### config.mk
export PLATFORM = sky130hd
export DESIGN_NAME = seg_scan_ctrl
export DESIGN_NICKNAME = d
export VERILOG_FILES = /design/src/rtl/seg_pkg.sv /design/src/rtl/seg_tick_gen.sv /design/src/rtl/seg_scan_ctrl.sv
export SDC_FILE = /design/constraint.sdc
export NUM_CORES = 1
export LEC_CHECK = 0
export CAP_MARGIN = 20
export CORE_MARGIN = 3
export CORE_UTILIZATION = 45
export CTS_BUF_LIST = sky130_fd_sc_hd__clkbuf_16
export CTS_CLUSTER_DIAMETER = 120
export DETAILED_ROUTE_END_ITERATION = 6
export HOLD_SLACK_MARGIN = 0.08
export PLACE_DENSITY = 0.66
export SYNTH_ARGS = -nofsm -noshare
export SYNTH_HDL_FRONTEND = slang
export SYNTH_SLANG_ARGS = --single-unit
export TNS_END_PERCENT = 20
### constraint.sdc
create_clock -name clk -period 4.9 [get_ports clk]
set_input_delay 1.47 -clock clk [delete_from_list [all_inputs] [get_ports clk]]
set_output_delay 1.47 -clock clk [all_outputs]
set_load 0.05 [all_outputs]
### src/rtl/seg_pkg.sv
// Shared types, constants and helpers for the multiplexed 4-digit display scanner.
package seg_pkg;

  localparam int unsigned NumDigits     = 4;
  localparam int unsigned DefRefreshDiv = 50000;
  localparam int unsigned DefBlankCyc   = 500;

  typedef enum logic {
    StBlank = 1'b0,
    StDrive = 1'b1
  } seg_state_e;

  function automatic logic [3:0] digit_nibble(input logic [15:0] word, input logic [1:0] idx);
    return word[{idx, 2'b00} +: 4];
  endfunction

  function automatic logic [NumDigits-1:0] digit_onehot(input logic [1:0] idx);
    return 4'b0001 << idx;
  endfunction

endpackage

### src/rtl/seg_tick_gen.sv
// Loadable down-counter timing one BLANK or DRIVE interval; tc_o marks its last cycle.
module seg_tick_gen #(
  parameter int unsigned Width = 21
) (
  input  logic             clk_i,
  input  logic             rst_i,
  input  logic [Width-1:0] cur_len_i,
  input  logic [Width-1:0] nxt_len_i,
  output logic             tc_o
);

  logic [Width-1:0] cnt_q, cnt_d;

  // cnt_q == 0 only after reset: that cycle is the first of a cur_len_i-long interval.
  // Otherwise cnt_q counts remaining cycles down to 1, then reloads for the next interval.
  always_comb begin
    tc_o = (cnt_q == Width'(1)) || ((cnt_q == '0) && (cur_len_i == Width'(1)));
    if (tc_o) begin
      cnt_d = nxt_len_i;
    end else if (cnt_q == '0) begin
      cnt_d = cur_len_i - Width'(1);
    end else begin
      cnt_d = cnt_q - Width'(1);
    end
  end

  always_ff @(posedge clk_i or posedge rst_i) begin
    if (rst_i) begin
      cnt_q <= '0;
    end else begin
      cnt_q <= cnt_d;
    end
  end

endmodule

### src/rtl/seg_scan_ctrl.sv
// Time-multiplexed 4-digit hex display scanner with blanking gaps and a
// double-buffered load interface that only swaps contents at frame boundaries.
module seg_scan_ctrl
  import seg_pkg::*;
#(
  parameter int unsigned REFRESH_DIV = DefRefreshDiv,
  parameter int unsigned BLANK_CYC   = DefBlankCyc
) (
  input  logic                 clk,
  input  logic                 rst,
  input  logic                 mode,
  input  logic                 load,
  output logic                 ready,
  input  logic [15:0]          data,
  input  logic [NumDigits-1:0] blank_mask,
  output logic [3:0]           hex_out,
  output logic [NumDigits-1:0] digit_sel,
  output logic                 frame_done
);

  localparam int unsigned MaxLen = (REFRESH_DIV > BLANK_CYC) ? REFRESH_DIV : BLANK_CYC;
  localparam int unsigned CntW   = $clog2(MaxLen + 1);
  localparam logic [CntW-1:0] DriveLen = CntW'(REFRESH_DIV);
  localparam logic [CntW-1:0] BlankLen = CntW'(BLANK_CYC);

  seg_state_e           state_q, state_d;
  logic [1:0]           idx_q, idx_d;
  logic [15:0]          active_q, active_d, pend_q, pend_d;
  logic [NumDigits-1:0] mask_act_q, mask_act_d, pend_mask_q, pend_mask_d;
  logic                 pend_vld_q, pend_vld_d;
  logic [3:0]           hex_q, hex_d;
  logic [NumDigits-1:0] en_q, en_d;
  logic                 fd_q;
  logic                 tc, boundary, xfer;
  logic [CntW-1:0]      cur_len, nxt_len;

  assign cur_len = (state_q == StDrive) ? DriveLen : BlankLen;
  assign nxt_len = (state_q == StDrive) ? BlankLen : DriveLen;

  seg_tick_gen #(
    .Width (CntW)
  ) u_tick_gen (
    .clk_i     (clk),
    .rst_i     (rst),
    .cur_len_i (cur_len),
    .nxt_len_i (nxt_len),
    .tc_o      (tc)
  );

  assign ready    = ~pend_vld_q;
  assign xfer     = load & ready;
  assign boundary = (state_q == StDrive) && tc && (idx_q == 2'd3);

  always_comb begin
    state_d     = state_q;
    idx_d       = idx_q;
    active_d    = active_q;
    mask_act_d  = mask_act_q;
    pend_d      = pend_q;
    pend_mask_d = pend_mask_q;
    pend_vld_d  = pend_vld_q;

    if (tc) begin
      if (state_q == StBlank) begin
        state_d = StDrive;
      end else begin
        state_d = StBlank;
        idx_d   = idx_q + 2'd1;
      end
    end

    // A transfer cannot coincide with a copy: ready is low whenever pending is full.
    if (boundary && pend_vld_q) begin
      active_d   = pend_q;
      mask_act_d = pend_mask_q;
      pend_vld_d = 1'b0;
    end else if (xfer) begin
      pend_d      = data;
      pend_mask_d = blank_mask;
      pend_vld_d  = 1'b1;
    end

    // Outputs are registered from next-state values so they move with the state.
    hex_d = digit_nibble(active_d, idx_d);
    en_d  = '0;
    if ((state_d == StDrive) && !mask_act_d[idx_d]) begin
      en_d = digit_onehot(idx_d);
    end
  end

  always_ff @(posedge clk or posedge rst) begin
    if (rst) begin
      state_q     <= StBlank;
      idx_q       <= 2'd0;
      active_q    <= '0;
      mask_act_q  <= '1;
      pend_q      <= '0;
      pend_mask_q <= '0;
      pend_vld_q  <= 1'b0;
      hex_q       <= '0;
      en_q        <= '0;
      fd_q        <= 1'b0;
    end else begin
      state_q     <= state_d;
      idx_q       <= idx_d;
      active_q    <= active_d;
      mask_act_q  <= mask_act_d;
      pend_q      <= pend_d;
      pend_mask_q <= pend_mask_d;
      pend_vld_q  <= pend_vld_d;
      hex_q       <= hex_d;
      en_q        <= en_d;
      fd_q        <= boundary;
    end
  end

  assign hex_out    = hex_q;
  assign digit_sel  = mode ? ~en_q : en_q;
  assign frame_done = fd_q;

endmodule

==> impl_metrics.toml <==
[die]
die_w_um = 90.4
fp.dieArea_mm2 = 0.00817
rows = 30
ios = 34
core-area_mm2 = 0.00687
initial_utilization_pct = 46.7
die_y_um = 90.4

[clock_network]
clock-sinks = 69
clkTransAtPathRegs_ns = 0.06
cts_tree = "built"
cts_resized = 0
max-clock-path-buffers = 2
cts_root_buf = "clkbuf_16"
clock_latency_ns = 0.32
cts_made_buffers = 9
hold_buffers = 0
postCtsSetupBuffers = 0
htreeDepth = 3

[global_route]
grt_use_met2_pct = 21.3
grtUsageMet3_pct = 4.08
gr-usage-met1_pct = 20.9
top_usage_layer = "met2"
grt_pass1_vias = 1963
globalRouteOverflowTotal = 0
grt_use_total_pct = 14.9
grt_pass1_wl_um = 9590
grt_max_degree = 46
antenna_found_initial = 0

[drt]
initialDrtViolationCount = 124
dr_total_vias = 2064
first_pass_iters = 4
drtAntennaViolNets = 0
drc_errors = 0
wl_per_cell_um = 14.3
wl_um = 5640
routed_via_density = 5.24

[place]
placed_area_mm2 = 0.00363
place_congestion = 0.784
dp_slack_ns = 0.396
portBuffers = 33
dp_hpwl_um = 4030

[critical_path]
slowest_delay_ns = 0.82
end_kind = "output port"
worstSetupPathType = "in -> out"
regToRegSetupSlack_ns = 1.07
crit_chain = "clkdlybuf4s50_1 > xor2_1 > clkdlybuf4s50_1"
worst-endpoint-required_ns = 3.43
critPathTopFamily = "buffers and inverters"
worst_setup_path_start_kind = "primary input"
cp_slowest_cell = "clkdlybuf4s50_1"
timing.rr.end = "en_q[0]"
path_buf_inv = 2
crit_top_cell = "clkdlybuf4s50_1"
reg2regPathDepth = 10
rr_startpoint = "u_tick_gen.cnt_q[5]"
worstPathMaxFanout = 4
arrival_ns = 3.03

[power_and_ir_drop]
p_leak_nw = 1.89
switchingPower_uw = 286
clkPwrFrac_pct = 49.1
powerDensity_mw_per_mm2 = 333
ir_drop_uv = 223
comb_power_share_pct = 4.7
power_mw = 1.31
p_seq_share_pct = 46.1
swShare_pct = 21.8
internal_power_mw = 1.02

[sta]
finalSetupTns_ns = 0
finalSetupViolCount = 0
slew_violations = 0
fin_skew_ns = 0.00666
max_freq_mhz = 222
min_period_ns = 4.50
maxSlewHeadroom_pct = 32.4
finalHoldViolCount = 0
rsz0062_at_grt = "no"
worstMarginPinSlew_ns = 1.01
setup_ws_ns = 0.404
fin_crit_sh_pct = 91.8

[logic_synthesis]
syn_avg_cell_area_um2 = 12.6
synth_area_mm2 = 0.00321
synth_edf_count = 0
synth_flop_cell = "dfrtp_1"
synth_top_area_share_pct = 50.7
synthArstFlopShare_pct = 100
netlist_instances = 255
yosysWarnings = 0
synth_nets = 284
synth_top_cell_by_area = "dfrtp_1"
synthTopCellsByArea = "dfrtp_1, mux2_2, mux2i_1, dfstp_2, xor2_1"
ys_seq_area_share_pct = 54.0
synth_seq_cells = 69
synthDistinctLibCells = 50

[cells_and_area]
nNetsFinal = 322
drive_above_1_share_pct = 21.8
area_growth_syn_to_layout_pct = 22.7
antenna_cells = 0
stdcell_area_mm2 = 0.00393

[hold_path]
hp-start = "active_q[13]"
hold_path_depth = 1
worstHoldEndpoint = "active_q[13]"
hold_class = "reg -> reg"

[job]
max-cap-violations = 0

[run_status]
run_status = "finished clean"
worst max path at each step:
stage | startpoint | endpoint | slack [ns] | cells after the start
2_1_floorplan | mode | digit_sel[0] | 1.20 | 1
3_3_place_gp | mode | digit_sel[0] | 0.42 | 3
3_5_place_dp | mode | digit_sel[1] | 0.40 | 3
4_1_cts | mode | digit_sel[1] | 0.39 | 3
6_report | mode | digit_sel[1] | 0.40 | 3
5_1_grt | mode | digit_sel[3] | 0.34 | 3
registers in the layout, indices dropped and copies added, names as in the netlist:
name,count
hex_out,4
en_q,4
pend_vld_q,1
state_q,1
u_tick_gen.cnt_q,16
pend_mask_q,4
mask_act_q,4
active_q,16
idx_q,2
pend_q,16
frame_done,1
layout make-up:
| cell class | instances | area, um^2 |
|---|---|---|
| Tap cell | 96 | 120 |
| Clock inverter | 7 | 73.8 |
| Fill cell | 561 | 2940 |
| Sequential cell | 69 | 1730 |
| Timing Repair Buffer | 35 | 345 |
| Clock buffer | 9 | 225 |
| Inverter | 17 | 65.1 |
| Multi-Input combinational cell | 161 | 1370 |
metrics by stage:
stage / cells / hold slack, ns / util [%]
after CTS: 394 / 0.498 / 57.2
final: 394 / 0.496 / 57.2
after detailed placement: 378 / 0.485 / 52.9
after floorplan: 255 / 0.469 / -
after global routing: 394 / 0.512 / 57.2
after global placement: 378 / 0.479 / 52.9
cell families (layout without fill, tap and decap cells):
family,after synthesis,count (layout),share of synthesized area (%)
XOR/XNOR,18,18,4.92
AND/OR/NAND/NOR,57,57,10.1
AO/OA/AOI/OAI,28,28,7.06
flip-flops,69,69,54.0
buffers and inverters,25,68,3.28
adder cells (fa/ha/maj),5,5,1.95
multiplexers,53,53,18.6
power by group through the flow:
stage,clock network [mW],logic (mW),registers [mW]
after floorplan,0,0.0360,0.609
after global placement,0,0.0621,0.614
after detailed placement,0,0.0637,0.615
after CTS,0.656,0.0639,0.604
after global routing,0.686,0.0683,0.606
final,0.644,0.0620,0.604
layout by cell type (no fill, tap or decap), types with 2 or more instances in the layout:
master	Yosys	layout
xnor2_1	8	8
nor3_1	5	5
dfrtp_1	65	65
buf_4	0	2
o21bai_1	2	2
nand4_1	2	2
o31ai_1	2	2
and3_1	3	3
clkbuf_16	0	9
mux2_2	33	33
inv_1	15	14
nor4_1	4	4
clkdlybuf4s50_1	0	33
a21oi_1	2	2
mux2i_1	18	18
clkinv_4	0	2
ha_1	5	5
nand2_1	13	13
or4_1	2	2
a22o_1	5	5
dfstp_2	4	4
clkinv_2	1	3
o21ai_0	3	3
a31oi_1	2	2
nor2_1	12	12
nand3_1	4	4
a221o_1	4	4
mux4_2	2	2
xor2_1	10	10
synth_stat cells (2+ instances only):
master / instances
clkbuf_1: 4
nand2_1: 13
dfrtp_1: 65
or4_1: 2
nor2b_1: 2
nor4_1: 4
nand3_1: 4
nor3_1: 5
ha_1: 5
and3_1: 3
mux4_2: 2
o31ai_1: 2
xor2_1: 10
o21ai_0: 3
o21bai_1: 2
a221o_1: 4
dfstp_2: 4
xnor2_1: 8
nor2_1: 12
a22o_1: 5
nand4_1: 2
mux2_2: 33
mux2i_1: 18
a21oi_1: 2
inv_1: 15
a31oi_1: 2
routing by layer:
| layer | routed length, um | vias up |
|---|---|---|
| met5 | 0 | - |
| met4 | 106 | 0 |
| met3 | 239 | 8 |
| met2 | 2450 | 41 |
| met1 | 2840 | 1025 |
| li1 | - | 990 |
Note: power is estimated with default switching activity, not from simulation.
